[config.mk]
export PLATFORM = sky130hd
export DESIGN_NAME = accum_invariant_monitor
export DESIGN_NICKNAME = d
export VERILOG_FILES = /design/src/rtl/accum_invariant_monitor.sv
export SDC_FILE = /design/constraint.sdc
export NUM_CORES = 1
export LEC_CHECK = 0
export CORE_UTILIZATION = 35
export DETAILED_ROUTE_END_ITERATION = 6
export GPL_TIMING_DRIVEN = 0
export PLACE_DENSITY = 0.62
export SLEW_MARGIN = 20
export SYNTH_ARGS = -nofsm -noshare
export SYNTH_HDL_FRONTEND = slang
export SYNTH_SLANG_ARGS = --single-unit
[constraint.sdc]
create_clock -name clk -period 8.15 [get_ports clk]
set_input_delay 1.2225 -clock clk [delete_from_list [all_inputs] [get_ports clk]]
set_output_delay 1.2225 -clock clk [all_outputs]
set_load 0.005 [all_outputs]
[src/rtl/accum_invariant_monitor.sv]
// Shadow checker for the selector-gated accumulator (x += y, y += 1 while y < LIMIT).
// Optional hold-timeout detector enabled by defining MON_STALL_TIMEOUT_EN.
module accum_invariant_monitor #(
  parameter int unsigned W         = 15,
  parameter int unsigned LIMIT     = 200,
  parameter int unsigned X_INIT    = 1,
  parameter int unsigned STALL_MAX = 1024
) (
  input  logic         clk,
  input  logic         rst,
  input  logic         in_valid,
  input  logic [W-1:0] in_x,
  input  logic [W-1:0] in_y,
  output logic [1:0]   state,
  output logic         done,
  output logic         err,
  output logic [1:0]   err_code,
  output logic [W-1:0] step_count,
  output logic [W-1:0] shadow_x,
  output logic [W-1:0] shadow_y,
  output logic         stall
);

  typedef enum logic [1:0] {
    ST_INIT = 2'd0,
    ST_RUN  = 2'd1,
    ST_DONE = 2'd2,
    ST_FAIL = 2'd3
  } state_t;

  localparam logic [1:0]   CODE_NONE  = 2'd0;
  localparam logic [1:0]   CODE_INIT  = 2'd1;
  localparam logic [1:0]   CODE_TRANS = 2'd2;
  localparam logic [1:0]   CODE_INV   = 2'd3;
  localparam logic [W-1:0] LIMIT_W    = W'(LIMIT);
  localparam logic [W-1:0] X_INIT_W   = W'(X_INIT);
  localparam logic [W-1:0] CNT_MAX    = '1;

  state_t       state_q, state_d;
  logic         done_d, err_d;
  logic [1:0]   code_d;
  logic [W-1:0] cnt_d, sx_d, sy_d;

  // Sample classification against the shadow registers
  logic [W-1:0] x_next;
  logic [W:0]   y_next;
  logic         is_hold, is_step, inv_bad;

  assign x_next  = W'({1'b0, shadow_x} + {1'b0, shadow_y});
  assign y_next  = {1'b0, shadow_y} + (W+1)'(1);
  assign is_hold = (in_x == shadow_x) && (in_y == shadow_y);
  assign is_step = (shadow_y < LIMIT_W) && ({1'b0, in_y} == y_next) && (in_x == x_next);
  assign inv_bad = (in_y >= LIMIT_W) && (in_x < in_y);

  always_comb begin
    state_d = state_q;
    code_d  = err_code;
    cnt_d   = step_count;
    sx_d    = shadow_x;
    sy_d    = shadow_y;
    if (in_valid) begin
      unique case (state_q)
        ST_INIT: begin
          if (in_x == X_INIT_W && in_y == '0) begin
            state_d = ST_RUN;
          end else begin
            state_d = ST_FAIL;
            code_d  = CODE_INIT;
          end
        end
        ST_RUN, ST_DONE: begin
          if (inv_bad) begin
            state_d = ST_FAIL;
            code_d  = CODE_INV;
          end else if (is_hold) begin
            state_d = state_q;
          end else if (is_step && state_q == ST_RUN) begin
            sx_d = in_x;
            sy_d = in_y;
            if (step_count != CNT_MAX) cnt_d = step_count + W'(1);
            if (in_y == LIMIT_W) state_d = ST_DONE;
          end else begin
            state_d = ST_FAIL;
            code_d  = CODE_TRANS;
          end
        end
        default: state_d = ST_FAIL;
      endcase
    end
    done_d = (state_d == ST_DONE);
    err_d  = (state_d == ST_FAIL);
  end

  always_ff @(posedge clk) begin
    if (rst) begin
      state_q    <= ST_INIT;
      done       <= 1'b0;
      err        <= 1'b0;
      err_code   <= CODE_NONE;
      step_count <= '0;
      shadow_x   <= X_INIT_W;
      shadow_y   <= '0;
    end else begin
      state_q    <= state_d;
      done       <= done_d;
      err        <= err_d;
      err_code   <= code_d;
      step_count <= cnt_d;
      shadow_x   <= sx_d;
      shadow_y   <= sy_d;
    end
  end

  assign state = state_q;

`ifdef MON_STALL_TIMEOUT_EN
  localparam int unsigned HOLD_W    = $clog2(STALL_MAX) + 1;
  localparam logic [HOLD_W-1:0] HOLD_MAX = HOLD_W'(STALL_MAX);

  logic [HOLD_W-1:0] hold_q, hold_d;
  logic              stall_d;
  logic              run_hold, run_step;

  assign run_hold = in_valid && (state_q == ST_RUN) && !inv_bad && is_hold;
  assign run_step = in_valid && (state_q == ST_RUN) && !inv_bad && !is_hold && is_step;

  // Consecutive-hold counter; stall stays latched until a step or reset
  always_comb begin
    hold_d  = hold_q;
    stall_d = stall;
    if (run_step) begin
      hold_d  = '0;
      stall_d = 1'b0;
    end else if (run_hold && hold_q != HOLD_MAX) begin
      hold_d = hold_q + HOLD_W'(1);
    end
    if (hold_d == HOLD_MAX) stall_d = 1'b1;
    if (state_d != ST_RUN) hold_d = '0;
  end

  always_ff @(posedge clk) begin
    if (rst) begin
      hold_q <= '0;
      stall  <= 1'b0;
    end else begin
      hold_q <= hold_d;
      stall  <= stall_d;
    end
  end
`else
  assign stall = 1'b0;
`endif

endmodule

Word level (Yosys, flattened, before mapping). Cells that the tools add are included.

Add/sub/neg operators: 3. Order comparisons: 3. Equal/unequal tests: 14. Mux-type cells: 12. Bitwise gates (word level): 2. Reduce and logical (&&, ||, !) cells: 13.

Operator list (number): 15-bit == test (3); 2-bit two-way mux (10); 15-bit by 1-bit adder with 16-bit output, second input constant (1); 15-bit by 16-bit == test with 1-bit output (1); 15-bit by 1-bit adder with 15-bit output, second input constant (1); 15-bit adder (1); 15-bit by 1-bit == test with 1-bit output, second input constant (1); 15-bit by 8-bit == test with 1-bit output, second input constant (1); 15-bit by 8-bit greater-or-equal comparator with 1-bit output, second input constant (1); 15-bit logical NOT (1); 15-bit < comparator (1); 15-bit by 8-bit < comparator with 1-bit output, second input constant (1); 15-bit != test, second input constant (1); 5-bit AND reduction (2); 2-bit case mux with 2 select lines (2); 2-bit == test, second input constant (3); 1-bit logical AND (6); 3-bit != test, second input constant (2); 6-bit AND reduction (1); 2-bit by 1-bit == test with 1-bit output, second input constant (1); 2-bit logical NOT (1); 2-bit != test, second input constant (1); 1-bit inverter (2); 2-bit nonzero test (1); 2-bit OR reduction (1).

Bits in registers: 51. Word-level logic and storage cells: 54.

Depth between registers and ports, before layout.
Word-level depth: 11. Depth in mapped cells: 13.

Worst setup path after synthesis. OpenSTA, ideal clock, no wires.

Path kind: input-to-reg. Start point: input port in_y[10]. End point: register step_count[5]. Setup time: 0.123 ns. Arrival time: 3.637 ns. Path slack: 4.390 ns. Cell stages on the path: 12. Path through: clkbuf_1 -> inv_1 -> ha_1 -> nand3_1 -> nor2_1 -> o211ai_1 -> o21ai_0 -> nor3b_1 -> nand4_2 -> nor2_4 -> and4_1 -> mux2_1.

Cells in the longest elaborated chain, start to end: 5. Elaborated cells between the ends (all ways): 12. Those cells by class: 2 x order compare; 2 x eq/ne; 2 x bitwise; 6 x reduce/logical.

Ends and longest elaborated chain: from (decl) (RTL line 13) `input logic [W-1:0] in_y,`; parallel branches: the longest is 4 deep, another holds 15-bit by 8-bit greater-or-equal comparator with 1-bit output; 6-bit AND reduction (no line) (*); to (signal assigned) (RTL line 108) `step_count <= cnt_d;`; to (decl) (RTL line 18) `output logic [W-1:0] step_count,`.

Every way passes the cells marked *. A chain may end at the register's enable or synchronous reset.

Worst setup path after layout.
Start point: input port in_y[2]. End point: register step_count[12].

The elaborated chain is that of the path after synthesis.

==> flow_summary.toml <==
[power]
ir_drop_uv = 81.19
combPwrFrac_pct = 19.7
p_int_uw = 459.3
clkPwrFrac_pct = 39.8
pwr-share-seq_pct = 40.6
leakagePower_uw = 0.002095
swShare_pct = 27.84
power.density_nw_per_um2 = 114.1
switching_power_uw = 177.2

[route]
ant_nets = 0
drt-total-wl_um = 14070
first_pass_iters = 7
via_per_inst = 5.492
via_count = 4306
drc_errors = 0
first_iter_violations = 226
wl_per_cell_um = 17.94

[sta]
max_slew_margin_pct = 33.45
setup_viol = 0
hold_viol_final = 0
finalWorstSetupSlack_ns = 3.383
hold_slack_ns = 0.5041
min_period_ns = 4.767
skew_ns = 0.009332
drv_slew = 0
fmaxAchievable_ghz = 0.2098
worstMarginPinSlew_ns = 0.9891
finalCritPeriodShare_pct = 58.49
tns_ns = 0
rsz0062_at_grt = "no"

[place]
numPortBuffers = 81
dp_hpwl_um = 11150
preCtsSetupSlack_ns = 3.103
gp_congestion = 0.9405

[floorplan]
die_x_um = 113.9
io_pins = 85
rows = 40
design.core.area_sq_um = 12110
start_util_pct = 36.21
die_area_sq_um = 12980
dieHeight_um = 113.9

[cells_and_area]
diodes = 0
areaGrowthSynthToFinish_pct = 27.22
final_nets = 682
area.sequential_sq_um = 1021
drive_above_1_share_pct = 5.357
nFillCells = 1239
fin_util_pct = 46.06
mostFrequentLayoutCell = "clkdlybuf4s50_1"
mostFrequentLayoutCells = "81 x clkdlybuf4s50_1, 53 x nor2_1, 51 x dfxtp_1"
multi_input_area_sq_um = 3133

[cts]
cts_setup_buffers = 0
cts_buffers = 5
cts_tree = "built"
insertion_delay_ns = 0.30
ctsResizeCount = 0
cts_hold_buf = 0
htreeDepth = 2
clockBufferDepth = 2
cts_sinks = 51
cts_root_buffer = "clkbuf_16"
path_clk_slew_ns = 0.08

[global_route]
grt_overflow = 0
grt_max_degree = 18
grt_pass1_wl_um = 22240
grt_pass1_vias = 4127
track_usage_pct = 22.28
antenna_found_initial = 0

[worst_setup_path]
worst_setup_path_start_kind = "input pin"
rr_endpoint = "step_count[12]$_SDFFE_PP0P_"
critPathArrivalTime_ns = 4.96
critical_path_required_ns = 8.34
ff2ff_setup_slack_ns = 4.05
r2r_start = "shadow_y[0]$_SDFFE_PP0P_"
crit_type = "input pin to flip-flop"
reg2reg_depth = 11
crit_fanout = 7
worst_setup_path_end_kind = "flip-flop"

[synth]
yosysSeqAreaShare_pct = 23.28
synth_cell_types = 71
synth_nets = 594
synthFlopType = "dfxtp_1"
syn-mean-instance-area_sq_um = 8.322
synth-edff-count = 0
synthCells = 527
async_reset_ff_share_pct = 0
synth_warnings = 0
synth_seq_cells = 51
netlist_area_sq_um = 4385

[worst_hold_path]
min-delay-start = "err_code[0]$_SDFFE_PP0P_"
hp-class = "flip-flop to flip-flop"
worstHoldEndpoint = "err_code[0]$_SDFFE_PP0P_"
whs_path_depth = 2

[flow_run]
cap_violations = 0

[status]
status = "completed"
registers in the layout (all words and copies together), names as in the netlist, named ones only:
signal      count
err             1
step_count     15
state           1
done            1
shadow_y       15
err_code        2
shadow_x       15
worst max-delay path, stage by stage:
cell and delay (ns):
clkdlybuf4s50_1 0.64, inv_1 0.13, ha_1 0.31, nand2_1 0.05, o21ai_0 0.23, a31oi_1 0.15, o21ai_0 0.67, nor3b_1 0.35
nand4_2 0.30, nor3_2 0.37, and3_1 0.22, mux2_1 0.32
power by group through the flow:
| stage | combinational, uW | sequential, uW | clock (uW) |
|---|---|---|---|
| 2_1_floorplan | 67.2 | 264 | 0 |
| 4_1_cts | 124 | 258 | 259 |
| 5_1_grt | 138 | 259 | 270 |
| 3_5_place_dp | 123 | 264 | 0 |
| 6_report | 125 | 258 | 253 |
| 3_3_place_gp | 121 | 264 | 0 |
area by class of cell:
cell class	instances	share of cell area, %
Timing Repair Buffer	81	14.53
Buffer	19	2.265
Multi-Input combinational cell	429	56.16
Clock buffer	5	2.243
Inverter	28	1.884
Tap cell	168	3.768
Sequential cell	51	18.30
Clock inverter	3	0.8522
per-stage QoR:
stage               instance area, sq um  power, uW  std cells
floorplan                           4385      331.4        527
global placement                    5406      385.3        776
detailed placement                  5406      387.6        776
CTS                                 5579      641.5        784
global route                        5579      666.3        784
finish                              5579      636.4        784
logic make-up after synthesis:
group | share of synthesized area, %
AOI/OAI and AO/OA | 15.49
DFF | 23.28
xor gates and xnor gates | 12.50
and+or+nand+nor | 26.31
other | 0.08551
muxes | 7.190
buffers and inverters | 5.278
adders and majority gates | 9.872
synth_stat cells, types with 5 or more instances:
master / n / area (sq um)
and3_1: 7 / 43.79
mux2i_1: 27 / 270.3
nand3_1: 19 / 95.09
a211oi_1: 6 / 45.04
ha_1: 33 / 412.9
nor2_1: 53 / 198.9
nand2_1: 26 / 97.59
and2_1: 7 / 43.79
nand4_1: 20 / 125.1
nor3b_1: 5 / 37.54
nor4_1: 15 / 93.84
nor3_1: 11 / 55.05
nor2b_1: 11 / 68.82
inv_1: 28 / 105.1
xor2_1: 23 / 201.4
xnor2_1: 37 / 324.1
a21o_1: 6 / 45.04
nand2b_1: 6 / 37.54
dfxtp_1: 51 / 1021
o21ai_0: 17 / 85.08
clkbuf_1: 11 / 41.29
a21oi_1: 28 / 140.1
worst max-delay path by stage:
stage	startpoint	endpoint	slack, ns
2_1_floorplan	in_y[10]	step_count[5]$_SDFFE_PP0P_	4.39
3_3_place_gp	in_y[2]	step_count[12]$_SDFFE_PP0P_	3.29
3_5_place_dp	in_y[2]	step_count[12]$_SDFFE_PP0P_	3.10
4_1_cts	in_y[2]	step_count[12]$_SDFFE_PP0P_	3.44
5_1_grt	in_y[2]	step_count[12]$_SDFFE_PP0P_	3.17
6_report	in_y[2]	step_count[12]$_SDFFE_PP0P_	3.38
routing by layer:
layer	vias up	global-route usage [%]	part of all wire (%)
met5	-	0	0
met4	0	5.628	1.5
met3	14	2.338	4.9
met2	141	37.01	47
met1	2058	30.77	47
li1	2093	-	-
Power figures use the tool's default switching activity.
